==> src/rtl/coinc_result_streamer_if.sv <==
`default_nettype none
// ============================================================================
// Module   : coinc_result_streamer_if
// Brief    : AXI-Stream master/slave bundle carrying the coincidence result
//            frames (data, valid, ready, last).
// Revision : 1.0 - initial release
// ============================================================================
interface coinc_result_streamer_if #(
    parameter int NBITS = 32
);
    logic [NBITS-1:0] M_tdata;
    logic             M_tvalid;
    logic             M_tready;
    logic             M_tlast;

    // Producer side: drives the beat, observes ready.
    modport master (
        output M_tdata,
        output M_tvalid,
        output M_tlast,
        input  M_tready
    );

    // Consumer side: observes the beat, drives ready.
    modport slave (
        input  M_tdata,
        input  M_tvalid,
        input  M_tlast,
        output M_tready
    );
endinterface
`default_nettype wire

==> src/rtl/coinc_result_streamer.sv <==
`default_nettype none
// ============================================================================
// Module   : coinc_result_streamer
// Brief    : Captures the coincidence-window counters on a Done_i pulse and
//            streams them as one framed AXI-Stream packet:
//              header, Cnt_Clk, Cnt_chann[0..NCHAN-1], Cnt_pairs[0..NCOMB-1]
//            Done_i pulses arriving while a frame is in flight are counted
//            as drops (saturating) and never disturb the snapshot.
// Options  : `define COINC_RESULT_STREAMER_CHKSUM_EN appends a trailer word
//            equal to the XOR of every preceding word (header included);
//            M_tlast then moves onto the trailer.
// Revision : 1.0 - initial release
// ============================================================================
module coinc_result_streamer #(
    parameter  int NCHAN = 4,
    parameter  int NBITS = 32,
    localparam int NCOMB = NCHAN * (NCHAN - 1) / 2
) (
    input  wire                      Clk,
    input  wire                      Rst_n,
    input  wire                      Restart_i,
    input  wire                      Done_i,
    input  wire  [NBITS-1:0]         Cnt_Clk_i,
    input  wire  [NCHAN*NBITS-1:0]   Cnt_chann_i,
    input  wire  [NCOMB*NBITS-1:0]   Cnt_pairs_i,
    coinc_result_streamer_if.master  m_axis,
    output logic                     Busy_o,
    output logic [15:0]              Dropped_o
);

    // ------------------------------------------------------------------------
    // Frame geometry
    // ------------------------------------------------------------------------
`ifdef COINC_RESULT_STREAMER_CHKSUM_EN
    localparam int NTRL = 1;
`else
    localparam int NTRL = 0;
`endif
    // Words following the header: clock count, channels, pairs, [trailer].
    localparam int NBODY = 1 + NCHAN + NCOMB + NTRL;
    localparam int IDX_W = $clog2(NBODY);
    localparam logic [IDX_W-1:0] LAST_IDX = IDX_W'(NBODY - 1);

    localparam logic [7:0]  HDR_MAGIC = 8'hA5;
    localparam logic [15:0] CNT_MAX   = 16'hFFFF;

    // ------------------------------------------------------------------------
    // State encoding
    // ------------------------------------------------------------------------
    localparam logic [1:0] S_IDLE = 2'd0;
    localparam logic [1:0] S_HDR  = 2'd1;
    localparam logic [1:0] S_BODY = 2'd2;

    logic [1:0]             state_q,      state_d;
    logic [IDX_W-1:0]       idx_q,        idx_d;
    logic [15:0]            frame_cnt_q,  frame_cnt_d;
    logic [15:0]            dropped_q,    dropped_d;
    logic [NBITS-1:0]       hdr_q,        hdr_d;
    logic [NBITS-1:0]       clk_snap_q,   clk_snap_d;
    logic [NCHAN*NBITS-1:0] chann_snap_q, chann_snap_d;
    logic [NCOMB*NBITS-1:0] pairs_snap_q, pairs_snap_d;

    logic [NBITS-1:0]       w_body [NBODY];
    logic [NBITS-1:0]       w_tdata;
    logic                   w_tvalid;
    logic                   w_tlast;
    logic                   w_hs;
    logic                   w_capture;
    logic                   w_drop;

`ifdef COINC_RESULT_STREAMER_CHKSUM_EN
    logic [NBITS-1:0]       chk_q, chk_d;
`endif

    // ------------------------------------------------------------------------
    // Output beat
    // ------------------------------------------------------------------------
    // The beat is a pure function of registered state, so data/last remain
    // stable for as long as the consumer stalls.
    assign w_tvalid  = (state_q != S_IDLE);
    assign w_tlast   = (state_q == S_BODY) && (idx_q == LAST_IDX);
    assign w_hs      = w_tvalid & m_axis.M_tready;
    assign w_capture = (state_q == S_IDLE) & Done_i;
    // A pulse in any non-idle state is lost, including the final-word cycle.
    assign w_drop    = (state_q != S_IDLE) & Done_i;

    // Lay out the body words in transmission order.
    always_comb begin
        for (int k = 0; k < NBODY; k++) begin
            w_body[k] = '0;
        end
        w_body[0] = clk_snap_q;
        for (int k = 0; k < NCHAN; k++) begin
            w_body[1 + k] = chann_snap_q[k*NBITS +: NBITS];
        end
        for (int p = 0; p < NCOMB; p++) begin
            w_body[1 + NCHAN + p] = pairs_snap_q[p*NBITS +: NBITS];
        end
`ifdef COINC_RESULT_STREAMER_CHKSUM_EN
        w_body[NBODY - 1] = chk_q;
`endif
    end

    // Select the word currently presented on the stream.
    always_comb begin
        w_tdata = '0;
        case (state_q)
            S_HDR:   w_tdata = hdr_q;
            S_BODY:  w_tdata = w_body[idx_q];
            default: w_tdata = '0;
        endcase
    end

    assign m_axis.M_tdata  = w_tdata;
    assign m_axis.M_tvalid = w_tvalid;
    assign m_axis.M_tlast  = w_tlast;
    assign Busy_o          = w_tvalid;
    assign Dropped_o       = dropped_q;

    // ------------------------------------------------------------------------
    // Next-state logic
    // ------------------------------------------------------------------------
    // Sequencer, snapshot capture, frame counter and drop counter.
    always_comb begin
        state_d      = state_q;
        idx_d        = idx_q;
        frame_cnt_d  = frame_cnt_q;
        dropped_d    = dropped_q;
        hdr_d        = hdr_q;
        clk_snap_d   = clk_snap_q;
        chann_snap_d = chann_snap_q;
        pairs_snap_d = pairs_snap_q;

        case (state_q)
            S_IDLE: begin
                if (Done_i) begin
                    clk_snap_d   = Cnt_Clk_i;
                    chann_snap_d = Cnt_chann_i;
                    pairs_snap_d = Cnt_pairs_i;
                    // Header is frozen here so a later Restart_i cannot
                    // alter a word that is already on the bus.
                    hdr_d                = '0;
                    hdr_d[NBITS-1 -: 8]  = HDR_MAGIC;
                    hdr_d[15:0]          = Restart_i ? 16'h0000 : frame_cnt_q;
                    state_d              = S_HDR;
                end
            end
            S_HDR: begin
                if (w_hs) begin
                    state_d = S_BODY;
                    idx_d   = '0;
                end
            end
            S_BODY: begin
                if (w_hs) begin
                    if (idx_q == LAST_IDX) begin
                        state_d     = S_IDLE;
                        idx_d       = '0;
                        frame_cnt_d = frame_cnt_q + 16'd1;
                    end else begin
                        idx_d = idx_q + IDX_W'(1);
                    end
                end
            end
            default: begin
                state_d = S_IDLE;
                idx_d   = '0;
            end
        endcase

        if (w_drop && (dropped_q != CNT_MAX)) begin
            dropped_d = dropped_q + 16'd1;
        end

        // Restart clears both counters and overrides a coincident drop or
        // frame completion; the frame in flight carries on untouched.
        if (Restart_i) begin
            frame_cnt_d = '0;
            dropped_d   = '0;
        end
    end

    // State and snapshot registers.
    always_ff @(posedge Clk or negedge Rst_n) begin
        if (!Rst_n) begin
            state_q      <= S_IDLE;
            idx_q        <= '0;
            frame_cnt_q  <= '0;
            dropped_q    <= '0;
            hdr_q        <= '0;
            clk_snap_q   <= '0;
            chann_snap_q <= '0;
            pairs_snap_q <= '0;
        end else begin
            state_q      <= state_d;
            idx_q        <= idx_d;
            frame_cnt_q  <= frame_cnt_d;
            dropped_q    <= dropped_d;
            hdr_q        <= hdr_d;
            clk_snap_q   <= clk_snap_d;
            chann_snap_q <= chann_snap_d;
            pairs_snap_q <= pairs_snap_d;
        end
    end

`ifdef COINC_RESULT_STREAMER_CHKSUM_EN
    // Running XOR of accepted words; it only moves on a handshake, so the
    // trailer value is already final when the trailer is presented.
    always_comb begin
        chk_d = chk_q;
        if (w_capture) begin
            chk_d = '0;
        end else if (w_hs) begin
            chk_d = chk_q ^ w_tdata;
        end
    end

    // Checksum accumulator register.
    always_ff @(posedge Clk or negedge Rst_n) begin
        if (!Rst_n) begin
            chk_q <= '0;
        end else begin
            chk_q <= chk_d;
        end
    end
`endif

endmodule
`default_nettype wire
==> src/flat_wrapper.sv <==
// flat-port wrapper written by rule: the top's interface ports become plain ports
module coinc_result_streamer_flat 
#(
    parameter  int NCHAN = 4,
    parameter  int NBITS = 32,
    localparam int NCOMB = NCHAN * (NCHAN - 1) / 2
)
  (Clk, Rst_n, Restart_i, Done_i, Cnt_Clk_i, Cnt_chann_i, Cnt_pairs_i, Busy_o, Dropped_o, m_axis_M_tdata, m_axis_M_tvalid, m_axis_M_tlast, m_axis_M_tready);
  coinc_result_streamer_if #(.NBITS(NBITS)) m_axis_i ();
  input  wire Clk;
  input  wire Rst_n;
  input  wire Restart_i;
  input  wire Done_i;
  input  wire  [NBITS-1:0] Cnt_Clk_i;
  input  wire  [NCHAN*NBITS-1:0] Cnt_chann_i;
  input  wire  [NCOMB*NBITS-1:0] Cnt_pairs_i;
  output logic Busy_o;
  output logic [15:0] Dropped_o;
  output wire logic [$bits(m_axis_i.M_tdata)-1:0] m_axis_M_tdata;
  output wire logic [$bits(m_axis_i.M_tvalid)-1:0] m_axis_M_tvalid;
  output wire logic [$bits(m_axis_i.M_tlast)-1:0] m_axis_M_tlast;
  input wire logic [$bits(m_axis_i.M_tready)-1:0] m_axis_M_tready;
  assign m_axis_M_tdata = m_axis_i.M_tdata;
  assign m_axis_M_tvalid = m_axis_i.M_tvalid;
  assign m_axis_M_tlast = m_axis_i.M_tlast;
  assign m_axis_i.M_tready = m_axis_M_tready;
  coinc_result_streamer #(.NCHAN(NCHAN), .NBITS(NBITS)) u_core (.Clk(Clk), .Rst_n(Rst_n), .Restart_i(Restart_i), .Done_i(Done_i), .Cnt_Clk_i(Cnt_Clk_i), .Cnt_chann_i(Cnt_chann_i), .Cnt_pairs_i(Cnt_pairs_i), .m_axis(m_axis_i), .Busy_o(Busy_o), .Dropped_o(Dropped_o));
endmodule
==> config.mk <==
export PLATFORM = sky130hd
export DESIGN_NAME = coinc_result_streamer_flat
export DESIGN_NICKNAME = d
export VERILOG_FILES = /design/src/rtl/coinc_result_streamer_if.sv /design/src/rtl/coinc_result_streamer.sv /design/src/flat_wrapper.sv
export SDC_FILE = /design/constraint.sdc
export NUM_CORES = 1
export LEC_CHECK = 0
export BUFFER_PORTS_ARGS = -buffer_cell sky130_fd_sc_hd__buf_2
export CAP_MARGIN = 30
export CORE_ASPECT_RATIO = 0.8
export CORE_MARGIN = 2
export CORE_UTILIZATION = 41
export CTS_BUF_LIST = sky130_fd_sc_hd__clkbuf_4 sky130_fd_sc_hd__clkbuf_8
export DETAILED_ROUTE_END_ITERATION = 10
export PLACE_DENSITY = 0.63
export SLEW_MARGIN = 20
export SYNTH_ARGS = -nofsm -noshare
export SYNTH_HDL_FRONTEND = slang
export SYNTH_SLANG_ARGS = --single-unit
==> constraint.sdc <==
create_clock -name Clk -period 2.7 [get_ports Clk]
set_input_delay 0.135 -clock Clk [delete_from_list [all_inputs] [get_ports Clk]]
set_output_delay 0.135 -clock Clk [all_outputs]
set_load 0.01 [all_outputs]
== Word level (Yosys, flattened, before mapping) ==
Index checks and enable logic that the tools add are counted.
W data, S select, Z words.

* Output and inout port bits: 51
* Register bits: 407
* Logic and storage cells: 56
* Input bits: 357

* Add/sub/neg operators: 3
* Muxes and demuxes: 20
* Eq/ne operators: 8
* Reduce and logical (&&, ||, !) cells: 12
* Magnitude comparators: 1
* Bitwise operators: 4

{| class="wikitable"
|+ Operators with widths
! operator !! count
|-
| $bmux W32 S4 || 1
|-
| $mux W16 || 7
|-
| $mux W32 || 2
|-
| $pmux W32 S2 || 1
|-
| $add A16 B1 Y16 const B || 2
|-
| $ne A16 B16 Y1 const B || 1
|-
| $mux W4 || 3
|-
| $pmux W4 S3 || 1
|-
| $reduce_bool A2 Y1 || 5
|-
| $mux W2 || 4
|-
| $pmux W2 S3 || 1
|-
| $reduce_and A3 Y1 || 2
|-
| $ge A5 B5 Y1 const B || 1
|-
| $not A4 Y5 || 1
|-
| $add A4 B1 Y4 const B || 1
|-
| $eq A4 B4 Y1 const B || 1
|-
| $ne A2 B1 Y1 const B || 2
|-
| $ne A2 B2 Y1 const B || 2
|-
| $reduce_and A4 Y1 || 1
|-
| $and A1 B1 Y1 || 2
|-
| $eq A2 B1 Y1 const B || 1
|-
| $eq A2 B2 Y1 const B || 1
|-
| $logic_and A1 B1 Y1 || 2
|-
| $logic_not A2 Y1 || 1
|-
| 2 further kinds || 2
|}

== Depth between registers and ports, before layout ==
Gate-level depths: netlist (run 1).

* Depth in word-level cells: 5
* Mapped depth: 10

== Worst setup path after synthesis (run 1) ==
Ideal clock, no wire load.

* Path type: flip-flop to flip-flop
* Start: register u_core.idx_q[0]
* End: register u_core.frame_cnt_q[12]
* Data arrival time: 2.468 ns
* Setup slack: 0.158 ns
* Clock period less this slack: 2.542 ns
* Stages on the path, launching flop included: 11
* Data required time: 2.626 ns
* Cell sequence: dfrtp_1 -> buf_2 -> buf_2 -> buf_4 -> inv_1 -> ha_1 -> nand4_1 -> or4_1 -> buf_2 -> or4b_4 -> o21ai_2

* Word-level cells in the longest chain between the ends: 3

{| class="wikitable"
|+ RTL lines
! what !! RTL line !! source
|-
| from (decl) || coinc_result_streamer.sv:55 || <nowiki>logic [IDX_W-1:0] idx_q, idx_d;</nowiki>
|-
| from (signal assigned) || coinc_result_streamer.sv:196 || <nowiki>idx_q <= idx_d;</nowiki>
|-
| $eq A4 B4 Y1 || coinc_result_streamer.sv:156 || <nowiki>if (idx_q == LAST_IDX) begin</nowiki>
|-
| $reduce_bool A2 Y1 (no line) || -- ||
|-
| $reduce_and A3 Y1 (no line) || -- ||
|-
| to (signal assigned) || coinc_result_streamer.sv:197 || <nowiki>frame_cnt_q <= frame_cnt_d;</nowiki>
|-
| to (decl) || coinc_result_streamer.sv:56 || <nowiki>logic [15:0] frame_cnt_q, frame_cnt_d;</nowiki>
|}

No other way between the ends.
A chain may end at the register's enable or synchronous reset.

== Worst setup path in the final report (run 1) ==
* Start: register u_core.state_q[1]
* End: output m_axis_M_tdata[17]

* Word-level cells in the longest chain between the ends: 2

{| class="wikitable"
|+ RTL lines
! what !! RTL line !! source
|-
| from (decl) || coinc_result_streamer.sv:54 || <nowiki>logic [1:0] state_q, state_d;</nowiki>
|-
| from (signal assigned) || coinc_result_streamer.sv:195 || <nowiki>state_q <= state_d;</nowiki>
|-
| $eq A2 B2 Y1 or $eq A2 B1 Y1 (tied branches) || coinc_result_streamer.sv:107 || <nowiki>case (state_q)</nowiki>
|-
| $pmux W32 S2 * || coinc_result_streamer.sv:107 ||
|-
| to (decl) || flat_wrapper.sv:19 || <nowiki>output wire logic [$bits(m_axis_i.M_tdata)-1:0] m_axis_M_tdata;</nowiki>
|}

Every way passes the cells marked *; elsewhere a longest branch is shown, timed or not.

==> results.tsv, run 1 <==
metric	value	unit
Die Ht	195	µm
# setup viols final	0	
Buffers on Ports	407	
# nets final	2550	
worst-path fanout max	13	
commonest non-fill, non-tap cell in the layout	dfrtp_1	
CORE AREA	44700	µm²
origin of the critical flop-to-flop path	u_core.idx_q[0]	
io pins	408	
Skew-Pair Late Insertion Delay	0.65	ns
total track usage	0.261	
top post-synthesis cells by area	dfrtp_1 54%, mux2_2 22%, mux4_2 7.2%, mux2i_1 2.1%, o21ai_0 1.4%	
cell area after layout	27500	µm²
initial DRC count	977	
clock skew	0.0162	ns
setup TNS	0	ns
Pwr Density	971	nW/µm²
Mean Syn Cell Area	13.7	µm²
reg-to-reg setup timing slack	0.33	ns
Cell Rows	69	
R2R cell count	6	
Worst Max-Slew Pin Slew	0.870	ns
cell area after placement	21800	µm²
dpl hpwl	40900	µm
clk root buf	clkbuf_8	
FF-to-FF End	u_core.frame_cnt_q[12]	
WHS	0.0655	ns
Unique masters post-synth	49	
simple-gate area share of the yosys netlist	0.0666	
Worst EP arrival	2.56	ns
final hold violation count	0	
unrepaired setup endpoints after global routing	true	
Detailed Route WL	63100	µm
Hold WC Path Type	input port to asynchronous set/reset pin	
overflow left after global routing	0	
Mapped Nets	1735	
register area share after synthesis	0.545	
CP required	2.57	ns
Sink Count	407	
final core occ	0.615	
number of warnings issued by yosys	0	
Synth Area in Adders	0.00535	
post-synth top area share	0.545	
Pre-antenna DRT Iters	4	
first-pass GRT wire length	94700	µm
Synth Instances	1370	
Area Overhead vs Synth	47.1	%
Rel. slew slack	0.420	
largest net degree at the start of global routing	73	
CP peak stage delay	0.38	ns
maxcap violations	0	
final period utilization	1.00	
routed vias/inst	5.26	
starting density of the core	0.418	
#FFs+latches synth	407	
Worst setup endpoint	m_axis_M_tdata[17]	
Slowest-stage cell, CP	dfrtp_1	
Crit. End Element	output pin	
compound-cell area share of the yosys netlist	0.0467	
Final GP Congestion	0.851	
Die Area	47300	µm²
Num CTS Buffers	69	
DRC viols	0	
Synth area leader	dfrtp_1	
P_leak	12.1	nW
Peak Freq	371	MHz
fraction of registers with async set/reset	1.00	
Synth Area in XOR/XNOR	0.00375	
Max clock buf depth	3	
commonest cells after routing, fill and taps aside	405 x dfrtp_1, 403 x buf_2, 357 x mux2_2, 356 x dlygate4sd3_1, 83 x clkbuf_8	
die extent in x	243	µm
Critical Path, Cell by Cell	inv_2 > ha_4 > and3b_2 > buf_6 > nor2b_4 > clkbuf_16 > a22oi_2 > o21ai_1 > buf_2	
Post-synth EDFFs	0	
startpoint class of the critical path	flip-flop	
status	completed	
combinational family with the most area after synthesis	multiplexers	
Mapped Area	18700	µm²
minimum clock period	2.70	ns
antenna violations before repair	7	
GRT met2 Usage	0.415	
Setup crit start	u_core.state_q[1]	
layout cells sized above 1	0.484	
TritonCTS clock tree	built	
dominant synthesized flop cell	dfrtp_1	
met3 Use GR	0.0657	
DR WL/cell	22.2	µm
antenna viol nets, final	0	
Final Max Slew Viols	0	
gr busiest metal	met2	
VDD IR max	627	µV
critical path class	flip-flop to output pin	
mux contribution to synthesized area	0.309	
H-tree depth	3	
via count	14900	
Worst-path clk slew	0.07	ns
vias in the first global route	15900	
GR Util met1	0.358	
per-layer routing:
layer  vias to the layer above  wire length [µm]
li1                       6675                 -
met1                      7560             27900
met2                       551             29600
met3                       117              4180
met4                        10              1350
met5                         -                62
area by class of cell:
class,count,area (µm²)
fill,3436,17200
clock buffer,105,1310
tap,603,754
sequential,407,10200
clock inverter,13,104
multi-input combinational,855,8330
timing repair buffer,838,6760
inverter,14,52.6
antenna,2,5.00
kinds of logic after synthesis:
group,Yosys count
buffers and inverters,108
DFF,407
AOI/OAI and AO/OA,143
and+or+nand+nor,238
xor gates and xnor gates,8
adders and majority gates,8
muxes,458
cells in the mapped netlist, types with 11 or more instances:
library cell and number:
a21oi_1 29, a22oi_1 31, and2_1 18, buf_2 19
clkbuf_1 65, dfrtp_1 407, inv_1 14, mux2_2 358
mux2i_1 40, mux4_2 60, nand2_1 45, nand2b_1 20
nand3_1 32, nand4_1 11, nor2_1 56, o21ai_0 53
power by group:
part           internal, mW  total, mW  switching, mW
combinational          5.93       10.5           4.61
clock                  3.18       5.76           2.58
sequential             8.87       10.4           1.55
total                  18.0       26.7           8.74
worst min-delay path by stage:
| stage | startpoint | slack, ns | end | cells past startpoint |
|---|---|---|---|---|
| 2_1_floorplan | Rst_n | -0.16 | u_core.Dropped_o[0] | 0 |
| 3_3_place_gp | Rst_n | 0.16 | u_core.pairs_snap_q[70] | 1 |
| 3_5_place_dp | Rst_n | 0.17 | u_core.pairs_snap_q[70] | 1 |
| 4_1_cts | Rst_n | 0.06 | u_core.pairs_snap_q[70] | 2 |
| 5_1_grt | Rst_n | 0.08 | u_core.pairs_snap_q[70] | 2 |
| 6_report | Rst_n | 0.07 | u_core.pairs_snap_q[70] | 2 |
critical path: cells and delay by family (launching register included):
family	cells	cell delay (ns)
buffers and inverters	4	0.60
AND/OR/NAND/NOR	2	0.47
adder cells (fa/ha/maj)	1	0.27
AO/OA/AOI/OAI	2	0.18
flip-flops	1	0.38
flip-flops by register name, indices dropped and copies added (netlist names):
register and flops:
u_core.chann_snap_q 128, u_core.frame_cnt_q 16, u_core.idx_q 4, u_core.clk_snap_q 32, u_core.Dropped_o 16, u_core.pairs_snap_q 192
u_core.hdr_q 17, u_core.state_q 2
what timing repair did:
action                     CTS  global route
cloned                       4             6
setup endpoints to repair   32            31
buffers inserted             2            16
pin swaps                    2            14
resized for setup           61            36
hold buffers               356             0
hold endpoints to repair   615             0
stage by stage:
step | total power, mW | cells | setup slack, ns
4_1_cts | 26.1 | 2813 | -0.0460
6_report | 26.7 | 2837 | 0.00117
3_3_place_gp | 19.0 | 2333 | 0.354
2_1_floorplan | 16.1 | 1370 | 0.158
5_1_grt | 28.1 | 2837 | -0.125
3_5_place_dp | 19.3 | 2333 | 0.267
Note: power is estimated with default switching activity, not from simulation.
==> inputs of run 2 (changes only) <==
==> constraint.sdc (replaced) <==
create_clock -name Clk -period 3.1 [get_ports Clk]
set_input_delay 0.155 -clock Clk [delete_from_list [all_inputs] [get_ports Clk]]
set_output_delay 0.155 -clock Clk [all_outputs]
set_load 0.01 [all_outputs]
==> run 2 against run 1 <==
First-iteration DRC count grew 1.6%. Register-to-register slack gained 0.27 ns. Sequential share of layout area grew 1.2 points. Sequential power shrank 12%. Combinational power shrank 23%. Utilization shrank 1.9 points. Cell area shrank 3.0%. Non-clock buffer count shrank 37. Worst hold slack lost 0.031 ns. Critical path type unchanged. Critical path depth shrank 4.
==> results.tsv, run 2 (synthesis results as in run 1) <==
metric	value	unit	change
Setup crit start	u_core.idx_q[1]		was u_core.state_q[1]
dpl hpwl	42400	µm	was 40900 µm
Die Area	47300	µm²	unchanged
starting density of the core	0.418		unchanged
Final GP Congestion	0.841		was 0.851
CP required	2.94	ns	was 2.57 ns
vias in the first global route	15800		was 15900
setup TNS	0	ns	unchanged
Area Overhead vs Synth	42.6	%	was 47.1%
overflow left after global routing	0		unchanged
CORE AREA	44700	µm²	unchanged
startpoint class of the critical path	flip-flop		unchanged
Num CTS Buffers	70		was 69
Rel. slew slack	0.412		was 0.420
DRC viols	0		unchanged
largest net degree at the start of global routing	87		was 73
total track usage	0.263		was 0.261
CP top delay family	flip-flops		was buffers and inverters
origin of the critical flop-to-flop path	u_core.idx_q[1]		was u_core.idx_q[0]
P_leak	11.7	nW	was 12.1 nW
Non-Filler Instances	2809		was 2837
critical path class	flip-flop to output pin		unchanged
status	completed		unchanged
Worst Max-Slew Pin Slew	0.883	ns	was 0.870 ns
cell area after layout	26700	µm²	was 27500 µm²
Sink Count	407		unchanged
VDD IR max	560	µV	was 627 µV
reg-to-reg setup timing slack	0.60	ns	was 0.33 ns
max FFs per register	192		unchanged
layout cells sized above 1	0.455		was 0.484
unrepaired setup endpoints after global routing	false		was true
Max clock buf depth	3		unchanged
placed insts	2324		was 2333
commonest cells after routing, fill and taps aside	406 x buf_2, 405 x dfrtp_1, 358 x mux2_2, 355 x dlygate4sd3_1, 89 x clkbuf_8		was 405 x dfrtp_1, 403 x buf_2, 357 x mux2_2, 356 x dlygate4sd3_1, 83 x clkbuf_8
worst-path fanout max	33		was 13
maxcap violations	0		unchanged
clk root buf	clkbuf_8		unchanged
Hold WC Path Type	input port to asynchronous set/reset pin		unchanged
CP peak stage delay	0.70	ns	was 0.38 ns
Crit. End Element	output pin		unchanged
Cell Rows	69		unchanged
DR WL/cell	22.1	µm	was 22.2 µm
cell area after placement	21600	µm²	was 21800 µm²
antenna violations before repair	6		was 7
filler cell count	3505		was 3436
clock skew	0.0156	ns	was 0.0162 ns
Buffers on Ports	407		unchanged
first-pass GRT wire length	94600	µm	was 94700 µm
via count	14700		was 14900
Slowest-stage cell, CP	dfrtp_4		was dfrtp_1
# setup viols final	0		unchanged
Detailed Route WL	62100	µm	was 63100 µm
Final Max Slew Viols	0		unchanged
WP buf/inv	2		was 4
H-tree depth	3		unchanged
io pins	408		unchanged
# nets final	2514		was 2550
Worst-path clk slew	0.06	ns	was 0.07 ns
WHS	0.0344	ns	was 0.0655 ns
commonest non-fill, non-tap cell in the layout	buf_2		was dfrtp_1
final period utilization	0.970		
Pre-antenna DRT Iters	5		was 4
TritonCTS clock tree	built		unchanged
Die Ht	195	µm	unchanged
Worst path depth	5		was 9
R2R cell count	5		was 6
Critical Path, Cell by Cell	buf_8 > mux4_2 > a22oi_1 > o21ai_0 > buf_2		was inv_2 > ha_4 > and3b_2 > buf_6 > nor2b_4 > clkbuf_16 > a22oi_2 > o21ai_1 > buf_2
initial DRC count	993		was 977
final hold violation count	0		unchanged
minimum clock period	3.01	ns	
Worst EP arrival	2.85	ns	was 2.56 ns
Skew-Pair Late Insertion Delay	0.65	ns	about the same
routed vias/inst	5.24		was 5.26
FF-to-FF End	u_core.frame_cnt_q[12]		unchanged
Peak Freq	333	MHz	
Regs by FF count	u_core.pairs_snap_q x192, u_core.chann_snap_q x128, u_core.clk_snap_q x32		unchanged
die extent in x	243	µm	unchanged
Reg with most FFs	u_core.pairs_snap_q		unchanged
Pwr Density	840	nW/µm²	was 971 nW/µm²
antenna viol nets, final	0		unchanged
-- run 2: through the flow --
step | utilization | worst slack, ns | power, mW
finish | 0.596 | 0.0926 | 22.4
global route | 0.596 | 0.0139 | 23.6
CTS | 0.595 | 0.0504 | 22.3
detailed placement | 0.482 | 0.539 | 16.7
global placement | 0.482 | 0.605 | 16.4
floorplan | - | 0.558 | 14.0
-- run 2: final cells by class --
class,count,area [µm²],area share
Sequential cell,407,10200,0.382
Multi-Input combinational cell,855,8100,0.304
Timing Repair Buffer,801,6070,0.228
Clock buffer,107,1360,0.0510
Tap cell,603,754,0.0283
Clock inverter,16,129,0.00483
Inverter,14,52.6,0.00197
Antenna cell,6,15.0,0.000563
-- run 2: layer usage --
| layer | up-vias | global-route usage | part of all wire |
|---|---|---|---|
| li1 | 6594 | - | - |
| met1 | 7462 | 0.377 | 0.46 |
| met2 | 564 | 0.395 | 0.45 |
| met3 | 110 | 0.0691 | 0.070 |
| met4 | 2 | 0.0779 | 0.022 |
| met5 | - | 0 | 0.00021 |
-- run 2: worst max path at each step --
stage / to / slack [ns]
floorplan: u_core.frame_cnt_q[12] / 0.56
global placement: m_axis_M_tdata[7] / 0.61
detailed placement: m_axis_M_tdata[3] / 0.54
CTS: m_axis_M_tdata[31] / 0.05
global route: m_axis_M_tdata[4] / 0.01
finish: m_axis_M_tdata[20] / 0.09
-- run 2: worst register-to-register path: stages, from the launching register on --
cell and delay [ns]:
dfrtp_4 0.70, ha_1 0.33, nand4_1 0.17, or4_1 0.66, or4b_4 0.53, o21ai_2 0.06
-- run 2: where the power goes --
part	total (mW)	switching, mW	internal (mW)	leakage [nW]
Combinational	8.07	3.56	4.51	6.05
Clock	5.20	2.30	2.90	0.791
Sequential	9.12	1.40	7.72	4.89
-- run 2: what timing repair did --
| action | 4_1_cts | 5_1_grt |
|---|---|---|
| hold buffers | 355 | 0 |
| endpoints found under the setup margin | 24 | 22 |
| gates resized for setup | 5 | 10 |
| setup buffers | 1 | 0 |
| endpoints found under the hold margin | 601 | 0 |
==> inputs of run 3 (changes only) <==
--- a/config.mk
+++ b/config.mk
@@ -5,6 +5,7 @@
 export SDC_FILE = /design/constraint.sdc
 export NUM_CORES = 1
 export LEC_CHECK = 0
+export ABC_AREA = 1
 export BUFFER_PORTS_ARGS = -buffer_cell sky130_fd_sc_hd__buf_2
 export CAP_MARGIN = 30
 export CORE_ASPECT_RATIO = 0.8
==> run 3 against run 2 <==
Routed wire length is 21% higher. Utilization down 1.5 points. Clock power grew 4.6%. Highest routed layer unchanged. Maximum frequency is 1.9% higher. First-iteration DRC count increased by 94%. Critical path type unchanged.
==> results.tsv, run 3 <==
metric	value	unit	change
status	completed		unchanged
largest net degree at the start of global routing	258		was 87
vias in the first global route	21200		was 15800
starting density of the core	0.417		was 0.418
CP required	2.94	ns	about the same
origin of the critical flop-to-flop path	u_core.idx_q[0]		was u_core.idx_q[1]
placed insts	3597		was 2324
minimum clock period	2.95	ns	was 3.01 ns
Reg with most FFs	u_core.pairs_snap_q		unchanged
final period utilization	0.952		was 0.970
Synth Instances	2697		was 1370
Worst Max-Slew Pin Slew	0.754	ns	was 0.883 ns
dominant synthesized flop cell	dfrtp_1		unchanged
first-pass GRT wire length	118000	µm	was 94600 µm
Crit path top cell by count	nand2_1		
Mapped Area	19700	µm²	was 18700 µm²
Non-Filler Instances	4082		was 2809
Sink Count	407		unchanged
Synth area leader	dfrtp_1		unchanged
CP peak stage delay	0.65	ns	was 0.70 ns
Die Ht	200	µm	was 195 µm
clock skew	0.0264	ns	was 0.0156 ns
startpoint class of the critical path	flip-flop		unchanged
#FFs+latches synth	407		unchanged
DR WL/cell	18.4	µm	was 22.1 µm
Buffers on Ports	407		unchanged
Cell Rows	71		was 69
P_leak	14.3	nW	was 11.7 nW
commonest cells after routing, fill and taps aside	1363 x nand2_1, 406 x buf_2, 405 x dfrtp_1, 355 x dlygate4sd3_1, 190 x o21ai_0		was 406 x buf_2, 405 x dfrtp_1, 358 x mux2_2, 355 x dlygate4sd3_1, 89 x clkbuf_8
Area Overhead vs Synth	39.4	%	was 42.6%
worst-path fanout max	38		was 33
Final Total Pwr	23.2	mW	was 22.4 mW
DRC viols	0		unchanged
# setup viols final	0		unchanged
Final GP Congestion	0.983		was 0.841
unrepaired setup endpoints after global routing	false		unchanged
max FFs per register	192		unchanged
R2R cell count	11		was 5
top post-synthesis cells by area	dfrtp_1 52%, nand2_1 26%, o21ai_0 4.8%, nand3_1 3.5%, inv_1 3.2%		was dfrtp_1 54%, mux2_2 22%, mux4_2 7.2%, mux2i_1 2.1%, o21ai_0 1.4%
dpl hpwl	48600	µm	was 42400 µm
Worst EP arrival	2.80	ns	was 2.85 ns
io pins	408		unchanged
FF-to-FF End	u_core.frame_cnt_q[6]		was u_core.frame_cnt_q[12]
H-tree depth	3		unchanged
Critical Path, Cell by Cell	inv_8 > buf_12 > buf_4 > nor2_1 > o21ai_0 > nand2_1 > nand2_1 > nand2_1 > nand2_1 > buf_2		was buf_8 > mux4_2 > a22oi_1 > o21ai_0 > buf_2
# nets final	3772		was 2514
Slowest-stage cell, CP	dfrtp_4		unchanged
fraction of registers with async set/reset	1.00		unchanged
Pwr Density	845	nW/µm²	was 840 nW/µm²
total track usage	0.300		was 0.263
Mapped Nets	3062		was 1735
Peak Freq	339	MHz	was 333 MHz
hold path depth	6		
commonest non-fill, non-tap cell in the layout	nand2_1		was buf_2
setup TNS	0	ns	unchanged
reg-to-reg setup timing slack	0.81	ns	was 0.60 ns
antenna violations before repair	4		was 6
TritonCTS clock tree	built		unchanged
routed vias/inst	5.07		was 5.24
count leader, synth	nand2_1		was dfrtp_1
VDD IR max	448	µV	was 560 µV
final hold violation count	0		unchanged
top cells by count, synth	1366 x nand2_1, 407 x dfrtp_1, 190 x o21ai_0		was 407 x dfrtp_1, 358 x mux2_2, 65 x clkbuf_1
Pre-antenna DRT Iters	6		was 5
die extent in x	249	µm	was 243 µm
Regs by FF count	u_core.pairs_snap_q x192, u_core.chann_snap_q x128, u_core.clk_snap_q x32		unchanged
Max clock buf depth	3		unchanged
Worst-path clk slew	0.06	ns	about the same
clk root buf	clkbuf_8		unchanged
Hold WC Path Type	input port to flip-flop		was input port to asynchronous set/reset pin
Mean Syn Cell Area	7.31	µm²	was 13.7 µm²
register area share after synthesis	0.517		was 0.545
Rel. slew slack	0.497		was 0.412
Skew-Pair Late Insertion Delay	0.65	ns	about the same
final core occ	0.581		was 0.596
filler cell count	4228		was 3505
Post-synth EDFFs	0		unchanged
Num CTS Buffers	71		was 70
Crit. End Element	output pin		unchanged
Die Area	49900	µm²	was 47300 µm²
post-synth top area share	0.517		was 0.545
overflow left after global routing	0		unchanged
layout cells sized above 1	0.168		was 0.455
number of warnings issued by yosys	0		unchanged
initial DRC count	1922		was 993
Unique masters post-synth	29		was 49
Hold Crit Endpoint	u_core.idx_q[0]		
maxcap violations	0		unchanged
via count	20700		was 14700
critical path class	flip-flop to output pin		unchanged
Detailed Route WL	75100	µm	was 62100 µm
antenna viol nets, final	0		unchanged
Final Max Slew Viols	0		unchanged
hold path startpoint	m_axis_M_tready		
CORE AREA	47300	µm²	was 44700 µm²
[run 3: cell types whose count changed in the layout (fill, tap and decap cells not counted), sizes merged, moves of 18 or more]
| cell | delta |
|---|---|
| a22oi | -31 |
| nand3 | +107 |
| o21ai | +148 |
| nand2 | +1321 |
| nand4 | +35 |
| mux2i | -40 |
| nor2 | +62 |
| inv | +157 |
| nand2b | -20 |
| and2 | -18 |
| mux4 | -60 |
| mux2 | -358 |
[run 3: timing repair]
action,CTS,global route
buffers inserted,0,1
gates resized for setup,1,3
endpoints found under the hold margin,433,0
pin swaps,0,0
endpoints found under the setup margin,8,26
hold buffers,355,0
[run 3: cell type report]
class	instances	area, µm²	share of cell area
tap	620	776	0.0282
timing repair buffer	795	6050	0.220
multi-input combinational	1956	8210	0.299
clock buffer	112	1440	0.0522
clock inverter	13	126	0.00460
inverter	176	678	0.0247
antenna	3	7.51	0.000273
sequential	407	10200	0.371
[run 3: critical path: cells and delay by family, from the launching register on]
family                 cells  cell delay, ns
flip-flops                 1            0.65
AND/OR/NAND/NOR            5            0.38
buffers and inverters      4            0.86
AO/OA/AOI/OAI              1            0.24
[run 3: where the power goes]
| part | internal [mW] | total, mW | switching (mW) |
|---|---|---|---|
| Clock | 3.10 | 5.44 | 2.34 |
| Sequential | 7.54 | 8.65 | 1.11 |
| Combinational | 3.05 | 9.12 | 6.07 |
[run 3: cell families (layout without fill, tap and decap cells)]
logic type,Yosys count,count (layout),share of synthesized area
AND/OR/NAND/NOR,1679,1679,0.336
buffers and inverters,334,1096,0.0677
other,0,3,0
flip-flops,407,407,0.517
XOR/XNOR,6,6,0.00267
AO/OA/AOI/OAI,263,263,0.0717
adder cells (fa/ha/maj),8,8,0.00508
[run 3: metal layers]
layer / global-route usage / share of wire / vias up
met3: 0.0535 / 0.064 / 216
met4: 0.137 / 0.045 / 2
met2: 0.495 / 0.48 / 854
met5: 0 / 0.00017 / -
met1: 0.387 / 0.41 / 9792
li1: - / - / 9816
[run 3: how the worst max path moves through the flow]
stage / end / slack (ns) / startpoint
after floorplan: u_core.frame_cnt_q[6] / 1.32 / u_core.idx_q[0]
after global placement: m_axis_M_tdata[29] / 0.64 / u_core.idx_q[0]
after detailed placement: u_core.frame_cnt_q[10] / 0.65 / u_core.idx_q[0]
after CTS: m_axis_M_tdata[29] / 0.03 / u_core.idx_q[0]
after global routing: m_axis_M_tdata[29] / 0.007 / u_core.idx_q[0]
final: m_axis_M_tdata[29] / 0.15 / u_core.idx_q[0]
[run 3: per-stage QoR]
step	hold slack, ns	instance area [µm²]	setup slack, ns
after floorplan	-0.141	19700	1.32
after global placement	0.189	22300	0.643
after detailed placement	0.197	22300	0.649
after CTS	0.0227	27400	0.0320
after global routing	0.117	27500	0.00681
final	0.0559	27500	0.150
